`config.mk`:
```
export PLATFORM = sky130hd
export DESIGN_NAME = ps2_rx_frame_flat
export DESIGN_NICKNAME = d
export VERILOG_FILES = /design/src/rtl/ps2_pkg.sv /design/src/rtl/ps2_rx_frame_if.sv /design/src/rtl/ps2_line_sync.sv /design/src/rtl/ps2_rx_frame.sv /design/src/flat_wrapper.sv
export SDC_FILE = /design/constraint.sdc
export NUM_CORES = 1
export LEC_CHECK = 0
export ABC_AREA = 1
export CORE_ASPECT_RATIO = 1.2
export CORE_UTILIZATION = 52
export CTS_CLUSTER_DIAMETER = 40
export DETAILED_ROUTE_END_ITERATION = 12
export PLACE_DENSITY_LB_ADDON = 0.1
export SLEW_MARGIN = 20
export SYNTH_ARGS = -nofsm -noshare
export SYNTH_HDL_FRONTEND = slang
export SYNTH_SLANG_ARGS = --single-unit
```
`constraint.sdc`:
```
create_clock -name clk -period 1.52 [get_ports clk]
set_input_delay 0.152 -clock clk [delete_from_list [all_inputs] [get_ports clk]]
set_output_delay 0.152 -clock clk [all_outputs]
set_load 0.05 [all_outputs]
```
`src/rtl/ps2_pkg.sv`:
```
// Shared definitions for the PS/2 receive path: frame layout, FSM state
// encoding and the odd-parity rule used when a frame is closed.
package ps2_pkg;

    // Number of data bits carried by one PS/2 frame.
    localparam int PS2_DATA_BITS = 8;

    // Bit counter must be able to hold 0..PS2_DATA_BITS.
    localparam int PS2_BIT_CNT_W = $clog2(PS2_DATA_BITS + 1);

    // Frame FSM states. Plain constants keep the encoding stable for
    // older tools and for anyone probing the state vector on a scope.
    localparam int          PS2_STATE_W = 2;
    localparam logic [1:0]  IDLE        = 2'd0;
    localparam logic [1:0]  DATA        = 2'd1;
    localparam logic [1:0]  PARITY      = 2'd2;
    localparam logic [1:0]  STOP        = 2'd3;

    // PS/2 uses odd parity: data bits plus parity bit hold an odd number of ones.
    function automatic logic odd_parity_ok(
        input logic [PS2_DATA_BITS-1:0] data,
        input logic                     parity
    );
        return (^data) ^ parity;
    endfunction

endpackage

```
`src/rtl/ps2_rx_frame_if.sv`:
```
// Byte-level interface between the PS/2 frame receiver and the scan-code
// decoder. The receiver is the master: it drives the received byte and the
// status strobes, and the decoder side supplies the receive enable.
interface ps2_rx_frame_if;
    import ps2_pkg::*;

    logic                     rx_en;
    logic [PS2_DATA_BITS-1:0] data_out;
    logic                     valid;
    logic                     parity_err;
    logic                     frame_err;
    logic                     timeout_err;
    logic                     busy;

    modport master (
        input  rx_en,
        output data_out,
        output valid,
        output parity_err,
        output frame_err,
        output timeout_err,
        output busy
    );

    modport slave (
        output rx_en,
        input  data_out,
        input  valid,
        input  parity_err,
        input  frame_err,
        input  timeout_err,
        input  busy
    );

endinterface

```
`src/rtl/ps2_line_sync.sv`:
```
// Brings the raw PS/2 clock and data lines into the system clock domain,
// deglitches the PS/2 clock and flags each falling edge of the cleaned
// clock together with the data bit that belongs to it.
module ps2_line_sync #(
    parameter int FILTER_LEN = 8
) (
    input  logic clk,
    input  logic reset,
    input  logic ps2_clk,
    input  logic ps2_data,
    output logic fall,
    output logic data_bit
);

    // Counter must reach FILTER_LEN-1; FILTER_LEN below 2 is not meaningful.
    localparam int              CNT_W    = (FILTER_LEN > 2) ? $clog2(FILTER_LEN) : 1;
    localparam logic [CNT_W-1:0] CNT_LAST = CNT_W'(FILTER_LEN - 1);

    logic             clk_s1;
    logic             clk_s2;
    logic             data_s1;
    logic             data_s2;
    logic             filt;
    logic             filt_prev;
    logic [CNT_W-1:0] filt_cnt;

    // Two-flop synchronisers; preset high so reset looks like an idle bus.
    always_ff @(posedge clk) begin
        if (!reset) begin
            clk_s1  <= 1'b1;
            clk_s2  <= 1'b1;
            data_s1 <= 1'b1;
            data_s2 <= 1'b1;
        end else begin
            clk_s1  <= ps2_clk;
            clk_s2  <= clk_s1;
            data_s1 <= ps2_data;
            data_s2 <= data_s1;
        end
    end

    // Filtered clock flips only after FILTER_LEN consecutive opposite samples.
    always_ff @(posedge clk) begin
        if (!reset) begin
            filt     <= 1'b1;
            filt_cnt <= '0;
        end else if (clk_s2 == filt) begin
            filt_cnt <= '0;
        end else if (filt_cnt == CNT_LAST) begin
            filt     <= clk_s2;
            filt_cnt <= '0;
        end else begin
            filt_cnt <= filt_cnt + 1'b1;
        end
    end

    // Delayed copy of the filtered clock for edge detection.
    always_ff @(posedge clk) begin
        if (!reset) begin
            filt_prev <= 1'b1;
        end else begin
            filt_prev <= filt;
        end
    end

    assign fall     = filt_prev & ~filt;
    assign data_bit = data_s2;

endmodule

```
`src/rtl/ps2_rx_frame.sv`:
```
// PS/2 receive framing controller. Walks the 11-bit frame (start, 8 data
// bits LSB first, odd parity, stop) on falling edges of the cleaned PS/2
// clock, abandons stalled frames, and reports each frame's outcome with a
// single-cycle strobe.
module ps2_rx_frame
    import ps2_pkg::*;
#(
    parameter int FILTER_LEN  = 8,
    parameter int TIMEOUT_CYC = 50000
) (
    input  logic           clk,
    input  logic           reset,
    input  logic           ps2_clk,
    input  logic           ps2_data,
    ps2_rx_frame_if.master bus
);

    localparam int                        TO_W     = (TIMEOUT_CYC > 2) ? $clog2(TIMEOUT_CYC) : 1;
    localparam logic [TO_W-1:0]           TO_LAST  = TO_W'(TIMEOUT_CYC - 1);
    localparam logic [PS2_BIT_CNT_W-1:0]  LAST_BIT = PS2_BIT_CNT_W'(PS2_DATA_BITS - 1);

    logic                     fall;
    logic                     data_bit;
    logic [PS2_STATE_W-1:0]   state;
    logic [PS2_BIT_CNT_W-1:0] bit_cnt;
    logic [PS2_DATA_BITS-1:0] shift_reg;
    logic                     parity_bit;
    logic [TO_W-1:0]          to_cnt;
    logic                     to_hit;
    logic [PS2_DATA_BITS-1:0] data_q;
    logic                     valid_q;
    logic                     parity_err_q;
    logic                     frame_err_q;
    logic                     timeout_err_q;

    ps2_line_sync #(
        .FILTER_LEN (FILTER_LEN)
    ) u_line_sync (
        .clk      (clk),
        .reset    (reset),
        .ps2_clk  (ps2_clk),
        .ps2_data (ps2_data),
        .fall     (fall),
        .data_bit (data_bit)
    );

    // A fall arriving in the same cycle as the timeout keeps the frame alive.
    assign to_hit = (state != IDLE) && (to_cnt == TO_LAST) && !fall;

    // Frame FSM with the LSB-first shift register and bit counter.
    always_ff @(posedge clk) begin
        if (!reset) begin
            state      <= IDLE;
            bit_cnt    <= '0;
            shift_reg  <= '0;
            parity_bit <= 1'b0;
        end else if (!bus.rx_en) begin
            state <= IDLE;
        end else if (fall) begin
            case (state)
                IDLE: begin
                    if (!data_bit) begin
                        state   <= DATA;
                        bit_cnt <= '0;
                    end
                end
                DATA: begin
                    shift_reg <= {data_bit, shift_reg[PS2_DATA_BITS-1:1]};
                    bit_cnt   <= bit_cnt + 1'b1;
                    if (bit_cnt == LAST_BIT) begin
                        state <= PARITY;
                    end
                end
                PARITY: begin
                    parity_bit <= data_bit;
                    state      <= STOP;
                end
                STOP: begin
                    state <= IDLE;
                end
                default: begin
                    state <= IDLE;
                end
            endcase
        end else if (to_hit) begin
            state <= IDLE;
        end
    end

    // Inter-edge watchdog: counts only while a frame is open, restarts on each fall.
    always_ff @(posedge clk) begin
        if (!reset) begin
            to_cnt <= '0;
        end else if (!bus.rx_en || (state == IDLE) || fall) begin
            to_cnt <= '0;
        end else if (to_cnt != TO_LAST) begin
            to_cnt <= to_cnt + 1'b1;
        end
    end

    // Registered byte output and one-cycle outcome strobes.
    always_ff @(posedge clk) begin
        if (!reset) begin
            data_q        <= '0;
            valid_q       <= 1'b0;
            parity_err_q  <= 1'b0;
            frame_err_q   <= 1'b0;
            timeout_err_q <= 1'b0;
        end else begin
            valid_q       <= 1'b0;
            parity_err_q  <= 1'b0;
            frame_err_q   <= 1'b0;
            timeout_err_q <= 1'b0;
            if (bus.rx_en) begin
                if (fall && (state == STOP)) begin
                    if (!data_bit) begin
                        frame_err_q <= 1'b1;
                    end else if (odd_parity_ok(shift_reg, parity_bit)) begin
                        data_q  <= shift_reg;
                        valid_q <= 1'b1;
                    end else begin
                        parity_err_q <= 1'b1;
                    end
                end else if (to_hit) begin
                    timeout_err_q <= 1'b1;
                end
            end
        end
    end

    assign bus.data_out    = data_q;
    assign bus.valid       = valid_q;
    assign bus.parity_err  = parity_err_q;
    assign bus.frame_err   = frame_err_q;
    assign bus.timeout_err = timeout_err_q;
    assign bus.busy        = (state != IDLE);

endmodule

```
`src/flat_wrapper.sv`:
```
// flat-port wrapper written by rule: the top's interface ports become plain ports
module ps2_rx_frame_flat import ps2_pkg::*;
#(
    parameter int FILTER_LEN  = 8,
    parameter int TIMEOUT_CYC = 50000
)
  (clk, reset, ps2_clk, ps2_data, bus_rx_en, bus_data_out, bus_valid, bus_parity_err, bus_frame_err, bus_timeout_err, bus_busy);
  ps2_rx_frame_if bus_i ();
  input  logic clk;
  input  logic reset;
  input  logic ps2_clk;
  input  logic ps2_data;
  input wire logic [$bits(bus_i.rx_en)-1:0] bus_rx_en;
  output wire logic [$bits(bus_i.data_out)-1:0] bus_data_out;
  output wire logic [$bits(bus_i.valid)-1:0] bus_valid;
  output wire logic [$bits(bus_i.parity_err)-1:0] bus_parity_err;
  output wire logic [$bits(bus_i.frame_err)-1:0] bus_frame_err;
  output wire logic [$bits(bus_i.timeout_err)-1:0] bus_timeout_err;
  output wire logic [$bits(bus_i.busy)-1:0] bus_busy;
  assign bus_i.rx_en = bus_rx_en;
  assign bus_data_out = bus_i.data_out;
  assign bus_valid = bus_i.valid;
  assign bus_parity_err = bus_i.parity_err;
  assign bus_frame_err = bus_i.frame_err;
  assign bus_timeout_err = bus_i.timeout_err;
  assign bus_busy = bus_i.busy;
  ps2_rx_frame #(.FILTER_LEN(FILTER_LEN), .TIMEOUT_CYC(TIMEOUT_CYC)) u_core (.clk(clk), .reset(reset), .ps2_clk(ps2_clk), .ps2_data(ps2_data), .bus(bus_i));
endmodule
```
# After elaboration in Yosys (flattened, before gate mapping)
# Cells that the tools add are included.
# word_totals
output_inout_bits	13
latch_bits	0
word_cells	72
in_bits	5
ramBits	0
n_memories	0
regBits	52
rom_bits	0
# classes
n_reduce_logical	24
n_shift	0
n_mul	0
eq_ne	11
bitwise	6
add_sub_neg	3
muxes	11
n_lt_le_gt_ge	0
div	0
# ops
operator	count
16-bit by 1-bit adder with 16-bit output (second input constant)	1
16-bit equality test (second input constant)	1
16-bit != test (second input constant)	1
3-bit AND reduction	4
4-bit AND reduction	3
2-bit 2-to-1 mux	4
2-bit case mux with 4 select lines	1
4-bit case mux with 2 select lines	1
8-bit XOR reduction	1
3-bit != test (second input constant)	2
2-bit nonzero test	3
3-bit OR reduction	2
4-bit by 1-bit adder with 4-bit output (second input constant)	1
2-bit equality test (second input constant)	2
4-bit by 3-bit equality test with 1-bit output (second input constant)	1
1-bit 2-to-1 mux	4
4-bit 2-to-1 mux	1
1-bit NOT	4
2-bit AND reduction	2
3-bit by 1-bit adder with 3-bit output (second input constant)	1
3-bit equality test (second input constant)	1
1-bit logical AND	3
2-bit by 1-bit equality test with 1-bit output (second input constant)	1
1-bit logical NOT	2
7 further kinds	8

# Depth between registers and ports, before layout
# depth
depth_word	6
mapped_depth	11
depth_no_buf	11

# Hierarchy
# Synthesis repeated with hierarchy kept, for this count alone.
# hier_totals
hier_cells	330
area_unflattened_um2	2421.1
# by_module_without_submodules
module	cells_per_inst	n_inst	seq_area_each_um2	area_each_um2
ps2_rx_frame	298	1	860.8	2108.3
ps2_line_sync	32	1	180.2	312.8

# Least setup slack after synthesis
# Ideal clock, no wire load.
# synth_path
path_kind	register to register
start	register u_core.state[0]
end	register u_core.bit_cnt[3]
stages_incl_launch_ff	8
t_arrival_ns	1.376
path_slack_ns	0.023
required_time_ns	1.398
period_less_slack_ns	1.497
path_buffers	0
setup_ns	0.122
cell_sequence	dfxtp_1 > inv_1 > ha_1 > nand2_1 > o211ai_2 > or2_2 > xor2_1 > nor2_1
# synth_between
elab_chain_len	3
elab_cells_between_ends	6
classes_between	2 x eq/ne; 1 x mux; 3 x reduce/logical
# synth_lines
element	line_no	rtl
start: declaration	ps2_rx_frame.sv:24	logic [PS2_STATE_W-1:0] state;
start signal: assignment	ps2_rx_frame.sv:53	state <= IDLE;
start signal: assignment	ps2_rx_frame.sv:58	state <= IDLE;
start signal: assignment	ps2_rx_frame.sv:63	state <= DATA;
2-bit by 1-bit equality test with 1-bit output or 2-bit logical NOT (tied branches)	ps2_rx_frame.sv:60	case (state)
2-bit nonzero test (no source line) or 2-bit != test (tied branches)	--	
4-bit AND reduction (no source line)	--	
end signal: assignment	ps2_rx_frame.sv:69	bit_cnt <= bit_cnt + 1'b1;
end: declaration	ps2_rx_frame.sv:25	logic [PS2_BIT_CNT_W-1:0] bit_cnt;
# Parallel ways exist; a longest one is shown, timed or not.
# A chain may end at the register's enable or synchronous reset.

# Final worst setup path
# layout_path
start	register u_core.state[0]
end	output port bus_busy
# layout_between
elab_chain_len	1
# layout_lines
element	line_no	rtl
2-bit nonzero test	ps2_rx_frame.sv:136	assign bus.busy = (state != IDLE);
end: declaration	flat_wrapper.sv:19	output wire logic [$bits(bus_i.busy)-1:0] bus_busy;
# Every way passes these cells.

==> flow_summary.toml <==
[synthesis]
synth_top_area_share_pct = 43.40
synth_cells = 329
synth.distinct_cells = 27
synth_flop_cell = "dfxtp_1"
ys_ff_latch = 52
async_flop_share_pct = 0
synth_edf_count = 0
synth.area.top_cells = "dfxtp_1, nand2_1, inv_1"
synth_common_cells = "nand2_1, inv_1, dfxtp_1, nor2_1"
synth_fp_nets = 343
synth_most_common_cell = "nand2_1"
ys_seq_area_share_pct = 43.40
synth_top_area_cell = "dfxtp_1"
syn_avg_cell_area_um2 = 7.290
synth_area_um2 = 2399
yosysWarnings = 0

[critical_path]
end_kind = "output port"
r2r_start = "u_core.to_cnt[0]$_SDFFE_PP0P_"
path_max_fanout = 4
crit_end = "bus_busy"
crit_start = "u_core.state[0]$_SDFFE_PN0P_"
cp.required_ns = 1.37
r2r_setup_slack_ns = 0.10
rr_worst_depth = 8
worstPathArrival_ns = 1.30
cp-start-kind = "register"
critical_path_class = "reg2out"
rr_endpoint = "u_core.state[1]$_SDFFE_PN0P_"

[clocking]
clock_latency_ns = 0.30
clk_pin_slew_ns = 0.09
clk_path_buf_depth = 2
cts_tree = "built"
cts_root_buf = "clkbuf_8"
numCtsBuffers = 5
cts-htree-levels = 2
cts_sinks = 52
cts_hold_buf = 0

[cells_and_area]
antenna_cells = 0
drive_above_1_share_pct = 21.56
largest_reg_flops = 16
syn_to_final_growth_pct = 24.10
stdcell_count = 427
fin_nets = 384

[power_and_ir_drop]
vdd_drop_max_v = 0.0005833
powerDensity_nw_per_um2 = 785.9
leakage_nw = 1.270

[global_route]
grt_usage_pct = 20.31
antenna_found_initial = 0
grt_overflow = 0
grt_pass1_vias = 1885
grt_max_degree = 18
grt_pass1_wl_um = 7783

[route]
wirelength_um = 4530
dr.pass1.iters = 4
detail_route.vias_per_cell = 4.787
drtAntennaViolNets = 0
route.vias.total = 2044
drc = 0
dr.first_iter.drc_count = 96
wl_per_cell_um = 10.61

[floorplanning]
dieArea_um2 = 4890
coreArea_um2 = 4327
die_h_um = 76.40
ioPinCount = 18
die_width_um = 64
start_util_pct = 55.44
std_cell_rows = 26

[place]
gp_congestion = 0.8165
placed_cells = 418
portBuffers = 17
hpwl_um = 3351

[sta]
finalCriticalPeriod_ns = 1.453
fmax_mhz = 688.3
finalSetupViolations = 0
fin_skew_ns = 0.006928
rsz0062_at_grt = "true"
slew_viol_final = 0
hold_viol_final = 0
maxSlewHeadroom_pct = 80.33
fin_tns_setup_ns = 0
fin_crit_sh_pct = 95.58
worst_slew_pin_slew_ns = 0.2924

[hold_path]
hp-class = "reg2reg"

[status]
outcome = "complete, no violations"

[flow_run]
max-cap-violations = 0
## critical path, stage by stage (launching register included)
cell and delay [ns]:
dfxtp_2 0.37, inv_1 0.08, ha_4 0.18, buf_4 0.13, inv_1 0.09, buf_12 0.14
## worst min-delay path by stage
stage | start | endpoint | cells after the start
global placement | u_core.u_line_sync.clk_s1$_SDFF_PN1_ | u_core.u_line_sync.clk_s2$_SDFF_PN1_ | 1
detailed placement | u_core.u_line_sync.clk_s1$_SDFF_PN1_ | u_core.u_line_sync.clk_s2$_SDFF_PN1_ | 1
finish | u_core.u_line_sync.clk_s1$_SDFF_PN1_ | u_core.u_line_sync.clk_s2$_SDFF_PN1_ | 1
CTS | u_core.u_line_sync.clk_s1$_SDFF_PN1_ | u_core.u_line_sync.clk_s2$_SDFF_PN1_ | 1
floorplan | ps2_clk | u_core.u_line_sync.clk_s1$_SDFF_PN1_ | 1
global route | ps2_clk | u_core.u_line_sync.clk_s1$_SDFF_PN1_ | 2
## final cells by class
cell class / instances / area (µm²)
fillers: 368 / 1350
multi-input cells: 214 / 1175
flip-flops and latches: 52 / 1054
repair buffers: 39 / 352.8
inverters: 58 / 217.7
clock buffers: 6 / 72.57
well taps: 56 / 70.07
clock inverters: 2 / 35.03
## through the flow
step / utilization (%) / worst slack, ns / hold slack [ns] / total power, W / area, µm²
2_1_floorplan: - / 0.02256 / 0.2586 / 0.001426 / 2399
3_3_place_gp: 64.46 / 0.007982 / 0.3957 / 0.001450 / 2789
3_5_place_dp: 64.46 / -0.02437 / 0.4029 / 0.001451 / 2789
4_1_cts: 67.24 / 0.01626 / 0.4197 / 0.002370 / 2909
5_1_grt: 68.80 / -0.005683 / 0.4160 / 0.002423 / 2977
6_report: 68.80 / 0.06722 / 0.4184 / 0.002339 / 2977
## cells by family after synthesis
family,Yosys count,synth area share (%)
DFF,52,43.40
adders and majority gates,9,4.695
AOI/OAI and AO/OA,49,10.69
buffers and inverters,63,10.12
xor gates and xnor gates,6,2.191
and+or+nand+nor,150,28.90
## timing repair
item,in CTS,in global routing
gates resized for setup,5,25
endpoints found under the setup margin,9,22
buffers inserted,0,1
pin swaps,1,4
## metal layers
layer  GRT usage [%]  share of wire (%)  vias to the layer above
li1                -                  -                     1122
met1           22.84                 46                      890
met2           35.96                 50                       27
met3           4.940                2.5                        5
met4           8.182                1.4                        0
met5               0                  0                        -
## power by group
group	internal (W)	switching (W)
registers	0.00136	0.00000331
logic	0.0000240	0.0000237
clock network	0.000489	0.000435
## cells in the final DEF (no fill, tap or decap), types with 7 or more instances in the layout
cell type | netlist | routed
nand2_1 | 63 | 60
inv_1 | 58 | 53
dfxtp_1 | 52 | 44
nor2_1 | 37 | 32
buf_4 | 1 | 31
a21oi_1 | 23 | 23
o21ai_0 | 23 | 22
nand3_1 | 17 | 15
nand4_1 | 11 | 11
ha_1 | 9 | 8
dfxtp_2 | 0 | 7
No activity file was read; power rests on OpenSTA's default activity.
